<file path="config.mk">
export PLATFORM = sky130hd
export DESIGN_NAME = pipe_stage_reg_flat
export DESIGN_NICKNAME = d
export VERILOG_FILES = /design/src/rtl/pipe_stage_reg_if.sv /design/src/rtl/pipe_stage_reg.sv /design/src/flat_wrapper.sv
export SDC_FILE = /design/constraint.sdc
export NUM_CORES = 1
export LEC_CHECK = 0
export ABC_AREA = 0
export CAP_MARGIN = 15
export CORE_MARGIN = 4
export CORE_UTILIZATION = 25
export CTS_CLUSTER_DIAMETER = 120
export DETAILED_ROUTE_END_ITERATION = 6
export PLACE_DENSITY = 0.5
export SYNTH_ARGS = -nofsm -noshare
export SYNTH_HDL_FRONTEND = slang
export SYNTH_SLANG_ARGS = --single-unit
</file>
<file path="constraint.sdc">
create_clock -name Clk -period 1.6 [get_ports Clk]
set_input_delay 0.48 -clock Clk [delete_from_list [all_inputs] [get_ports Clk]]
set_output_delay 0.48 -clock Clk [all_outputs]
set_load 0.05 [all_outputs]
</file>
<file path="src/rtl/pipe_stage_reg_if.sv">
// Handshake/bus bundle between two pipeline stages and the stage register that
// separates them: upstream drives In_* plus Stall/Flush, the register drives Out_* and counters.
interface pipe_stage_reg_if #(
    parameter int DATA_W = 64,
    parameter int CTRL_W = 8,
    parameter int CNT_W  = 16
);
    logic              Stall;
    logic              Flush;
    logic              In_Valid;
    logic [CTRL_W-1:0] In_Ctrl;
    logic [DATA_W-1:0] In_Data;
    logic              Out_Valid;
    logic [CTRL_W-1:0] Out_Ctrl;
    logic [DATA_W-1:0] Out_Data;
    logic [CNT_W-1:0]  Stall_Cnt;
    logic [CNT_W-1:0]  Bubble_Cnt;

    modport master (
        output Stall, Flush, In_Valid, In_Ctrl, In_Data,
        input  Out_Valid, Out_Ctrl, Out_Data, Stall_Cnt, Bubble_Cnt
    );

    modport slave (
        input  Stall, Flush, In_Valid, In_Ctrl, In_Data,
        output Out_Valid, Out_Ctrl, Out_Data, Stall_Cnt, Bubble_Cnt
    );
endinterface

</file>
<file path="src/rtl/pipe_stage_reg.sv">
// Parametrised inter-stage pipeline register: DEPTH valid-tagged slices with
// stall, flush (bubble insertion), selectable capture edge and saturating counters.
module pipe_stage_reg #(
    parameter int DATA_W   = 64,
    parameter int CTRL_W   = 8,
    parameter int DEPTH    = 1,
    parameter int NEG_EDGE = 1,
    parameter int CNT_W    = 16
) (
    input  logic             Clk,
    input  logic             Rst,
    pipe_stage_reg_if.slave  bus
);

    generate
        if (DEPTH < 1 || DEPTH > 4) begin : g_bad_depth
            $error("pipe_stage_reg: DEPTH must be in 1..4");
        end
    endgenerate

    // Falling-edge capture is done by inverting the clock once here so every
    // flop below stays a plain posedge flop on a single clock net.
    logic clk_act;
    assign clk_act = (NEG_EDGE != 0) ? ~Clk : Clk;

    logic [DEPTH-1:0]             valid_q, valid_d;
    logic [DEPTH-1:0][CTRL_W-1:0] ctrl_q,  ctrl_d;
    logic [DEPTH-1:0][DATA_W-1:0] data_q,  data_d;
    logic [CNT_W-1:0]             stall_cnt_q,  stall_cnt_d;
    logic [CNT_W-1:0]             bubble_cnt_q, bubble_cnt_d;
    logic                         enter_valid;

    function automatic logic [CNT_W-1:0] sat_inc(input logic [CNT_W-1:0] v);
        return (&v) ? v : v + CNT_W'(1);
    endfunction

    generate
        if (DEPTH == 1) begin : g_enter_in
            assign enter_valid = bus.In_Valid;
        end else begin : g_enter_slice
            assign enter_valid = valid_q[DEPTH-2];
        end
    endgenerate

    always_comb begin
        // NOTE: every _d takes its held value first, so no path through this block can infer a latch.
        valid_d      = valid_q;
        ctrl_d       = ctrl_q;
        data_d       = data_q;
        stall_cnt_d  = stall_cnt_q;
        bubble_cnt_d = bubble_cnt_q;

        if (bus.Flush) begin
            valid_d      = '0;
            ctrl_d       = '0;
            bubble_cnt_d = sat_inc(bubble_cnt_q);
        end else if (bus.Stall) begin
            stall_cnt_d = sat_inc(stall_cnt_q);
        end else begin
            if (!enter_valid) begin
                bubble_cnt_d = sat_inc(bubble_cnt_q);
            end
            for (int k = DEPTH - 1; k > 0; k--) begin
                valid_d[k] = valid_q[k-1];
                ctrl_d[k]  = ctrl_q[k-1];
                data_d[k]  = data_q[k-1];
            end
            valid_d[0] = bus.In_Valid;
            ctrl_d[0]  = bus.In_Valid ? bus.In_Ctrl : '0;
            data_d[0]  = bus.In_Data;
        end
    end

    // NOTE: the data slices are reset too, so all outputs read 0 after Rst rather than stale data.
    always_ff @(posedge clk_act) begin
        if (Rst) begin
            valid_q      <= '0;
            ctrl_q       <= '0;
            data_q       <= '0;
            stall_cnt_q  <= '0;
            bubble_cnt_q <= '0;
        end else begin
            // NOTE: non-blocking so all slices sample the previous edge's values together.
            valid_q      <= valid_d;
            ctrl_q       <= ctrl_d;
            data_q       <= data_d;
            stall_cnt_q  <= stall_cnt_d;
            bubble_cnt_q <= bubble_cnt_d;
        end
    end

    assign bus.Out_Valid  = valid_q[DEPTH-1];
    assign bus.Out_Ctrl   = valid_q[DEPTH-1] ? ctrl_q[DEPTH-1] : '0;
    assign bus.Out_Data   = data_q[DEPTH-1];
    assign bus.Stall_Cnt  = stall_cnt_q;
    assign bus.Bubble_Cnt = bubble_cnt_q;

endmodule

</file>
<file path="src/flat_wrapper.sv">
// flat-port wrapper written by rule: the top's interface ports become plain ports
module pipe_stage_reg_flat 
#(
    parameter int DATA_W   = 64,
    parameter int CTRL_W   = 8,
    parameter int DEPTH    = 1,
    parameter int NEG_EDGE = 1,
    parameter int CNT_W    = 16
)
  (Clk, Rst, bus_Stall, bus_Flush, bus_In_Valid, bus_In_Ctrl, bus_In_Data, bus_Out_Valid, bus_Out_Ctrl, bus_Out_Data, bus_Stall_Cnt, bus_Bubble_Cnt);
  pipe_stage_reg_if #(.DATA_W(DATA_W), .CTRL_W(CTRL_W), .CNT_W(CNT_W)) bus_i ();
  input  logic Clk;
  input  logic Rst;
  input wire logic [$bits(bus_i.Stall)-1:0] bus_Stall;
  input wire logic [$bits(bus_i.Flush)-1:0] bus_Flush;
  input wire logic [$bits(bus_i.In_Valid)-1:0] bus_In_Valid;
  input wire logic [$bits(bus_i.In_Ctrl)-1:0] bus_In_Ctrl;
  input wire logic [$bits(bus_i.In_Data)-1:0] bus_In_Data;
  output wire logic [$bits(bus_i.Out_Valid)-1:0] bus_Out_Valid;
  output wire logic [$bits(bus_i.Out_Ctrl)-1:0] bus_Out_Ctrl;
  output wire logic [$bits(bus_i.Out_Data)-1:0] bus_Out_Data;
  output wire logic [$bits(bus_i.Stall_Cnt)-1:0] bus_Stall_Cnt;
  output wire logic [$bits(bus_i.Bubble_Cnt)-1:0] bus_Bubble_Cnt;
  assign bus_i.Stall = bus_Stall;
  assign bus_i.Flush = bus_Flush;
  assign bus_i.In_Valid = bus_In_Valid;
  assign bus_i.In_Ctrl = bus_In_Ctrl;
  assign bus_i.In_Data = bus_In_Data;
  assign bus_Out_Valid = bus_i.Out_Valid;
  assign bus_Out_Ctrl = bus_i.Out_Ctrl;
  assign bus_Out_Data = bus_i.Out_Data;
  assign bus_Stall_Cnt = bus_i.Stall_Cnt;
  assign bus_Bubble_Cnt = bus_i.Bubble_Cnt;
  pipe_stage_reg #(.DATA_W(DATA_W), .CTRL_W(CTRL_W), .DEPTH(DEPTH), .NEG_EDGE(NEG_EDGE), .CNT_W(CNT_W)) u_core (.Clk(Clk), .Rst(Rst), .bus(bus_i));
endmodule
</file>
Yosys cells after proc, flatten, opt, wreduce, memory -nomap -nowiden --
Cells that the tools add are included.
Cells by class: $add $sub $neg 2, equality and inequality tests 2, muxes and demuxes 6, bitwise operators 3, reduce and logical (&&, ||, !) cells 6
Operator list (number):
- 2-to-1 mux 16 bit | 4
- adder 16 x 1 -> 16 bit, second input constant | 2
- AND reduction 16 bit | 2
- 2-to-1 mux 8 bit | 2
- AND reduction 2 bit | 2
- NOT 1 bit | 3
- AND reduction 3 bit | 1
- != test 2 x 1 -> 1 bit, second input constant | 1
- != test 2 bit, second input constant | 1
- OR reduction 2 bit | 1
Storage, ports and cells: bits in registers 105, input bits 77, output and inout port bits 105, logic and storage cells 24

Logic depth before layout (Yosys ltp) --
Gate-level depths: netlist (run 1).
word-level depth 5, depth in mapped cells 6, gate-level depth less buffers 5

==> impl_metrics.yaml, run 1 <==
timing:
  setup_ws_ns: -0.788
  worst_slew_pin_slew_ns: 0.487
  hold_viol: 0
  relSlewSlack: 0.674
  setup_violations: 210
  rsz0062_at_grt: "true"
  slew_viol_final: 0
  skew_ns: 0.0184
final_layout:
  finalCoreUtilization: 0.698
  drive_gt1_frac: 0.676
  multiInputGateArea_um2: 3430
  nNetsFinal: 1033
  diodes: 0
  stdcell_count: 1179
  synthToLayoutAreaGrowth_pct: 175
  nFillCells: 1155
  ff_latch_area_um2: 2470
status:
  violations: "setup timing"
  status: "finished with violations"
synthesis:
  synth-seq-area-share: 0.499
  yosys_warnings: 0
  synth_area_um2: 4220
  ys_ff_latch: 105
  synth-edff-count: 0
  synth_cell_type_count: 42
  synth_nets: 592
  synthFlopType: "dfxtp_1"
  avgSynthCellArea_um2: 8.22
  synthArstFlopShare: 0
  synth_cells: 513
pwr:
  intPower_w: 0.00529
  combPwrFrac: 0.222
  p_clk_frac: 0.437
  ir_drop_uv: 505
  p_sw_frac: 0.339
  p_leak_nw: 5.03
  power_frac_seq: 0.341
  p_sw_w: 0.00272
  power_density_nw_per_um2: 692
  total_power_w: 0.00801
global_route:
  groute.usage.overall: 0.201
  grt_remaining_overflow: 0
  met2_usage: 0.357
  grt_max_degree: 33
  met1_usage: 0.197
  use_met3: 0.0806
  grt_most_used_layer: "met2"
  grt_pass1_vias: 6024
  antenna_found_initial: 0
  grt_pass1_wl_um: 29700
floorplanning:
  die_x_um: 138
  num_rows: 47
  start_util: 0.254
  die_area_um2: 19000
  dieHeight_um: 138
  ios: 182
  core-area_um2: 16600
critical_path:
  critPathRequiredTime_ns: 1.12
  ff2ff_setup_slack_ns: -0.37
  rr_worst_depth: 6
  startpoint_type: "register"
  path_class: "register to output pin"
  critPathArrivalTime_ns: 1.91
  critPathMaxFanout: 10
  endpoint_kind: "output pin"
placed_design:
  gp_congestion: 0.809
  dp_slack_ns: -1.47
  dp_hpwl_um: 11100
  port_buffers: 181
  dp_cells: 961
clocking:
  cts_hold_buf: 0
  root_buffer: "clkbuf_16"
  clockBufferDepth: 2
  cts_sinks: 105
  cts_tree: "done"
  numCtsBuffers: 9
  h-tree-depth: 3
  clkLatencyLatePin_ns: 0.42
  clkTransAtPathRegs_ns: 0.03
detailed_routing:
  drtIter0Drc: 154
  postRouteAntennaNets: 0
  finalWirelength_um: 20200
  drc: 0
  wl_per_cell_um: 17.1
  via_count: 5549
  first_pass_iters: 4
  via_per_inst: 4.71
min_path:
  hold_path.class: "register to register"
  whs_path_depth: 2
flow_run:
  max_cap_violations: 0
[flip-flops by register name (all words and copies together) (netlist names)]
register,flops
u_core.bus.Stall_Cnt,16
u_core.bus.Bubble_Cnt,16
u_core.bus.Out_Data,64
u_core.bus.Out_Valid,1
u_core.ctrl_q,8
[cell families (layout without fill, tap and decap cells)]
logic type	count (synthesis)	after routing	share of synthesized area
AO/OA/AOI/OAI	113	113	0.149
XOR/XNOR	1	1	0.00208
adder cells (fa/ha/maj)	2	2	0.00593
buffers and inverters	32	475	0.0312
flip-flops	105	105	0.499
multiplexers	13	13	0.0341
AND/OR/NAND/NOR	247	250	0.280
[power groups by stage]
stage	Clock, W	Combinational, W	Sequential, W
CTS	0.00361	0.00170	0.00272
detailed placement	0.000395	0.00123	0.00276
finish	0.00350	0.00178	0.00273
global placement	0.000395	0.00122	0.00275
floorplan	0.000395	0.000262	0.00300
global route	0.00396	0.00185	0.00274
[per-stage QoR]
step	hold WS, ns	TNS, ns	area [um^2]
after detailed placement	0.476	-135.77	8440
after global routing	0.486	-107.44	11600
final	0.477	-103.14	11600
after CTS	0.486	-104.78	11100
after floorplan	0.493	-61.48	4860
after global placement	0.471	-134.93	8440
[area by class of cell]
type                       count  area share
timing repair buffer         353       0.405
inverter                       1    0.000324
tap                          220      0.0238
sequential                   105       0.213
multi-input combinational    379       0.297
clock buffer                   9      0.0195
clock inverter               112      0.0418
[routing by layer]
| layer | vias up | part of all wire |
|---|---|---|
| met3 | 43 | 0.074 |
| li1 | 2655 | - |
| met4 | 0 | 0.028 |
| met5 | - | 0 |
| met2 | 211 | 0.53 |
| met1 | 2640 | 0.37 |
[placed cells by master (no fill, tap or decap), drive strengths merged, types with 8 or more instances in the layout]
| cell | count |
|---|---|
| buf | 280 |
| and2 | 10 |
| inv | 110 |
| nor2 | 25 |
| o31ai | 8 |
| clkbuf | 9 |
| a21oi | 83 |
| nand3 | 8 |
| nand4 | 10 |
| nor2b | 12 |
| or4 | 8 |
| dfxtp | 105 |
| mux2 | 11 |
| a22oi | 8 |
| nand2 | 139 |
| clkdlybuf4s50 | 71 |
[synthesized netlist by cell type (all sizes together), types with 6 or more instances]
cell type / count / area, um^2
nand2: 139 / 522
dfxtp: 105 / 2100
a21oi: 83 / 415
nor2: 25 / 93.8
clkbuf: 21 / 78.8
mux2: 11 / 124
nor2b: 11 / 68.8
and2: 10 / 62.6
nand4: 10 / 68.8
buf: 9 / 45.1
a22oi: 8 / 60.1
nand3: 8 / 45.0
o31ai: 8 / 60.1
or4: 8 / 60.1
o21ai: 7 / 35.0
nor3: 6 / 46.3
or3: 6 / 37.5
[critical path, cell delays in order, from the launching register on]
cell and delay, ns:
dfxtp_4 0.40, and2_4 0.17, buf_12 0.13
[path summary, 6_finish.rpt]
check,from,endpoint
worst max-delay path,u_core.bus.Out_Valid,bus_Out_Ctrl[7]
worst min-delay path,u_core.bus.Out_Data[55],u_core.bus.Out_Data[55]
worst max register to register,u_core.bus.Bubble_Cnt[6],u_core.bus.Bubble_Cnt[9]
worst min register to register,u_core.bus.Out_Data[55],u_core.bus.Out_Data[55]
[timing repair]
item / CTS / global route
endpoints found under the setup margin: 210 / 210
buffers inserted: 70 / 25
cloned: 16 / 1
resized for setup: 282 / 132
pin swaps: 150 / 85
Note: power is estimated with default switching activity, not from simulation.
==> run 2, diff against run 1 <==
PLACE_DENSITY = default   (was 0.5)
PLACE_DENSITY_LB_ADDON = 0.12   (was default)
==> run 2 against run 1 <==
Non-clock buffer count shrank 9. Routed wire length is 0.59% lower. Highest routed layer unchanged. Setup slack worse by 0.00083 ns. The run still ends with setup timing left. Via count is 0.54% lower.
==> impl_metrics.yaml, run 2 (same netlist as run 1, synthesis figures left out) <==
final_layout:
  drive_gt1_frac: 0.677
  nNetsFinal: 1024
  final_area_um2: 11400
  finalCoreUtilization: 0.690
  diodes: 0
  nFillCells: 1179
  stdcell_count: 1170
  largest_register_ffs: 64
  synthToLayoutAreaGrowth_pct: 171
  final_cell_mix: "buf_12 (121), buf_4 (107), inv_1 (106)"
  final_common_cell: "buf_12"
floorplanning:
  die_area_um2: 19000
  ios: 182
  dieHeight_um: 138
  num_rows: 47
  start_util: 0.254
  die_x_um: 138
  core-area_um2: 16600
clocking:
  cts_tree: "done"
  clockBufferDepth: 2
  cts_hold_buf: 0
  clkLatencyLatePin_ns: 0.44
  numCtsBuffers: 9
  root_buffer: "clkbuf_16"
  clkTransAtPathRegs_ns: 0.03
  h-tree-depth: 3
  cts_sinks: 105
global_route:
  grt_max_degree: 35
  grt_remaining_overflow: 0
  grt_pass1_vias: 5885
  groute.usage.overall: 0.196
  antenna_found_initial: 0
  grt_pass1_wl_um: 29200
critical_path:
  worstPathBufferInverterCount: 1
  path_cells: "and2_4, buf_12"
  critical_path.top_delay_family: "flip-flops"
  critPathMaxFanout: 10
  startpoint_type: "register"
  rr_worst_depth: 6
  ff2ff_setup_slack_ns: -0.34
  reg2reg_to: "u_core.bus.Bubble_Cnt[9]"
  critPathArrivalTime_ns: 1.91
  r2r_start: "u_core.bus.Bubble_Cnt[5]"
  cp.depth: 2
  endpoint_kind: "output pin"
  critPathRequiredTime_ns: 1.12
  cp_slowest_cell: "dfxtp_4"
  crit_end: "bus_Out_Ctrl[5]"
  path_class: "register to output pin"
  crit_start: "u_core.bus.Out_Valid"
  crit_path_max_incr_delay_ns: 0.40
timing:
  worst_slew_pin_slew_ns: 0.594
  setup_violations: 210
  slew_viol_final: 0
  skew_ns: 0.0376
  relSlewSlack: 0.603
  rsz0062_at_grt: "true"
  setup_ws_ns: -0.789
  hold_viol: 0
detailed_routing:
  wl_per_cell_um: 17.2
  via_per_inst: 4.72
  drc: 0
  drtIter0Drc: 131
  finalWirelength_um: 20100
  via_count: 5519
  postRouteAntennaNets: 0
  first_pass_iters: 4
placed_design:
  gp_congestion: 0.850
  dp_slack_ns: -1.36
  port_buffers: 181
  dp_hpwl_um: 10700
  dp_cells: 970
  place_area_um2: 8450
status:
  violations: "setup timing"
  status: "finished with violations"
pwr:
  ir_drop_uv: 531
  p_leak_nw: 4.98
  power_density_nw_per_um2: 676
min_path:
  hold_path.class: "register to register"
flow_run:
  max_cap_violations: 0
==> run 2: changes by cell type in the layout (fill, tap and decap cells not counted), sizes merged <==
cell	previous run	this run
bufinv	2	0
clkdlybuf4s15	1	0
clkbuf	9	11
inv	110	111
buf	280	270
clkdlybuf4s50	71	72
clkinvlp	1	2
dlygate4sd2	1	0
==> run 2: worst min-delay path by stage <==
| stage | start | endpoint | depth (start not counted) |
|---|---|---|---|
| floorplan | u_core.ctrl_q[0] | u_core.ctrl_q[0] | 2 |
| global placement | u_core.bus.Out_Data[16] | u_core.bus.Out_Data[16] | 2 |
| detailed placement | u_core.bus.Out_Data[61] | u_core.bus.Out_Data[61] | 2 |
| CTS | u_core.bus.Out_Data[7] | u_core.bus.Out_Data[7] | 2 |
| global route | u_core.bus.Out_Data[10] | u_core.bus.Out_Data[10] | 2 |
| finish | u_core.bus.Out_Data[30] | u_core.bus.Out_Data[30] | 2 |
==> run 2: worst min-delay path, cell delays in order (launching register included) <==
cell	delay, ns
dfxtp_4	0.35
nand2_4	0.05
a21oi_2	0.04
==> run 2: layout make-up <==
| cell class | instances | area (um^2) | share of cell area |
|---|---|---|---|
| Timing Repair Buffer | 344 | 4600 | 0.402 |
| Multi-Input combinational cell | 379 | 3430 | 0.300 |
| Sequential cell | 105 | 2470 | 0.216 |
| Clock inverter | 112 | 445 | 0.0389 |
| Tap cell | 220 | 275 | 0.0241 |
| Clock buffer | 9 | 225 | 0.0197 |
| Inverter | 1 | 3.75 | 0.000328 |
==> run 2: what timing repair did <==
action / CTS / global route
setup endpoints to repair: 210 / 210
setup buffers: 50 / 30
gates cloned: 19 / 2
gates resized for setup: 259 / 166
pin swaps: 146 / 100
==> run 2: stage by stage <==
step           hold slack, ns  setup TNS [ns]  total power (W)
2_1_floorplan           0.493          -61.48          0.00366
3_3_place_gp            0.471         -143.10          0.00434
3_5_place_dp            0.473         -144.78          0.00435
4_1_cts                 0.484         -116.21          0.00775
5_1_grt                 0.494         -111.11          0.00832
6_report                0.478         -106.46          0.00773
==> run 2: metal layers <==
metal  vias to the layer above  routed length, um  global-route usage
li1                       2649                  -                   -
met1                      2657               7550               0.214
met2                       192              10900               0.343
met3                        21               1320              0.0639
met4                         0                260              0.0906
met5                         -                  0                   0
==> run 2: report_power, final <==
group | switching [W] | total (W) | internal [W]
Sequential | 0.000113 | 0.00274 | 0.00262
Combinational | 0.000824 | 0.00175 | 0.000922
Clock | 0.00182 | 0.00325 | 0.00142
==> RTL edit (settings of run 2) <==
`DATA_W` is set to 64 in 3 places; all go to 72.
--- a/src/rtl/pipe_stage_reg_if.sv
+++ b/src/rtl/pipe_stage_reg_if.sv
@@ -3,3 +3,3 @@
 interface pipe_stage_reg_if #(
-    parameter int DATA_W = 64,
+    parameter int DATA_W = 72,
     parameter int CTRL_W = 8,
--- a/src/rtl/pipe_stage_reg.sv
+++ b/src/rtl/pipe_stage_reg.sv
@@ -3,3 +3,3 @@
 module pipe_stage_reg #(
-    parameter int DATA_W   = 64,
+    parameter int DATA_W   = 72,
     parameter int CTRL_W   = 8,
--- a/src/flat_wrapper.sv
+++ b/src/flat_wrapper.sv
@@ -3,3 +3,3 @@
 #(
-    parameter int DATA_W   = 64,
+    parameter int DATA_W   = 72,
     parameter int CTRL_W   = 8,
Interface: changed (resized bus_In_Data and bus_Out_Data); port bits go from 182 to 198. The function was not compared with the original's and may differ.
==> RTL edit against run 2 <==
The flow still finishes with violations (setup timing). Design area up 12%. Global-route usage up 2.7 points. Setup slack worse by 0.030 ns. Non-clock buffer count up 78. Total power up 29%. Wire length up 21%. Sequential cell count up 8. Area after synthesis up 5.0%. Sequential share of layout area down 0.86 points.
==> RTL edit: results (changes against run 2) <==
[global_routing]
grt_util_all_layers = 0.222  ; was 0.196
grt_max_degree = 41  ; was 35
grt_pass1_vias = 6785  ; was 5,885
grt_pass1_wl_um = 34600  ; was 29,200 um
antenna_found_initial = 0  ; unchanged
gr-total-overflow = 0  ; unchanged

[pwr]
vdd_ir_drop_max_v = 0.000752  ; was 0.000531 V
leakage_nw = 5.70  ; was 4.98 nW
fin_total_pwr_mw = 9.99  ; was 7.73 mW

[layout]
num_antenna_cells = 0  ; unchanged
drive_gt1_frac = 0.677  ; about the same
largest_reg_flops = 72  ; was 64
final_nets = 1158  ; was 1,024

[clock_network]
root_buffer = clkbuf_16  ; unchanged
clkTransAtPathRegs_ns = 0.04
htreeDepth = 4  ; was 3
cts_made_buffers = 17  ; was 9
clockBufferDepth = 2  ; unchanged
worst_skew_pair.late_latency_ns = 0.45

[place]
dp_hpwl_um = 11700  ; was 10,700 um
gp_congestion = 0.845  ; was 0.850
numPortBuffers = 197  ; was 181

[status]
status = complete, but fails checks  ; unchanged
violations = setup timing  ; unchanged

[hold_path]
hp-start = u_core.bus.Out_Data[71]  ; was u_core.bus.Out_Data[30]
min_path_type = reg -> reg  ; unchanged

[yosys]
synth_area_leaders = dfxtp_1 51%, nand2_1 13%, a21oi_1 11%  ; was dfxtp_1 50%, nand2_1 12%, a21oi_1 9.9%
ys_async_sr_fraction = 0  ; unchanged
synth_fp_nets = 638  ; was 592
ys_seq_area_frac = 0.511  ; was 0.499
synth_flop_cell = dfxtp_1  ; unchanged
yosys_warnings = 0  ; unchanged
ys_types = 38  ; was 42
yosys-top-cells-count = 156 x nand2_1, 113 x dfxtp_1, 94 x a21oi_1  ; was 139 x nand2_1, 105 x dfxtp_1, 83 x a21oi_1

[timing]
drv_slew = 0  ; unchanged
setup_viol = 226  ; was 210
fin_ws_ns = -0.819  ; was -0.789 ns
slew_headroom = 0.661  ; was 0.603
setup_tns_ns = -125.03  ; was -106.46 ns
clock_skew_ns = 0.0230  ; was 0.0376 ns
holdWs_ns = 0.482  ; was 0.478 ns

[critical_path]
max_stage_delay_ns = 0.40  ; about the same
cp_top_family = flip-flops  ; unchanged
r2r_slack_ns = -0.41  ; was -0.34 ns
critPathSlowestCell = dfxtp_4  ; unchanged
cp-startpoint = u_core.bus.Out_Valid  ; unchanged
rr_startpoint = u_core.bus.Stall_Cnt[0]  ; was u_core.bus.Bubble_Cnt[5]
crit_fanout = 10  ; unchanged

[drt]
totalWireLength_um = 24200  ; was 20,100 um
drt-pass1-iter-count = 4  ; unchanged
initialDrtViolationCount = 218  ; was 131
vias = 6379  ; was 5,519

-- RTL edit: cell types whose count changed in the layout (fill, tap and decap cells not counted), moves of 7 or more --
| cell | before | now |
|---|---|---|
| buf_12 | 121 | 133 |
| nand2_2 | 29 | 16 |
| clkdlybuf4s50_1 | 72 | 80 |
| nand2_4 | 86 | 93 |
| inv_1 | 106 | 117 |
| dfxtp_4 | 97 | 104 |
| nand2_1 | 23 | 47 |
| clkbuf_16 | 11 | 18 |
| buf_4 | 107 | 160 |
| a21oi_2 | 71 | 84 |
-- RTL edit: logic make-up (layout without fill, tap and decap cells) --
logic type	Yosys count	count (layout)	synth area share
simple gates	255	257	0.262
compound gates	135	135	0.169
flops	113	113	0.511
buf+inv	38	568	0.0342
mux	7	7	0.0172
fa+ha+maj	2	2	0.00565
xor+xnor	1	1	0.00198
-- RTL edit: per-layer routing --
metal | up-vias | routed length, um | track usage
met3 | 47 | 1570 | 0.0906
met5 | - | 0 | 0
met2 | 242 | 12900 | 0.374
li1 | 2968 | - | -
met1 | 3122 | 9140 | 0.237
met4 | 0 | 669 | 0.122
-- RTL edit: area by class of cell --
cell class,instances,area [um2]
timing repair buffer,422,5410
fill,1075,4530
multi-input combinational,402,3460
sequential,113,2650
clock inverter,127,586
clock buffer,17,425
tap,225,282
inverter,2,7.51
-- RTL edit: stage by stage --
stage | cell area, um2 | setup slack, ns | cells
floorplan | 5130 | -1.07 | 551
global placement | 8870 | -1.61 | 1023
detailed placement | 8870 | -1.63 | 1023
CTS | 12200 | -0.841 | 1284
global route | 12800 | -0.870 | 1308
finish | 12800 | -0.819 | 1308
-- RTL edit: where the power goes --
part / switching [mW] / total, mW / internal [mW]
registers: 0.108 / 2.94 / 2.83
clock network: 2.20 / 5.01 / 2.81
logic: 0.965 / 2.04 / 1.08
total: 3.28 / 9.99 / 6.72
-- RTL edit: path summary, 6_finish.rpt --
kind / cells after the start / endpoint
min: 2 / u_core.bus.Out_Data[71]
max reg2reg: 6 / u_core.bus.Stall_Cnt[14]
max: 2 / bus_Out_Ctrl[1]
min reg2reg: 2 / u_core.bus.Out_Data[71]
-- RTL edit: tightest hold or removal path: cells and delay by family, from the launching register on --
kind	cells	cell delay [ns]
DFF	1	0.34
AOI/OAI and AO/OA	1	0.04
and+or+nand+nor	1	0.07
-- RTL edit: repair_timing --
action,CTS,global route
pin swaps,123,81
buffers inserted,98,39
resized for setup,286,153
endpoints found under the setup margin,226,226
cloned,20,1
hold buffers,0,0
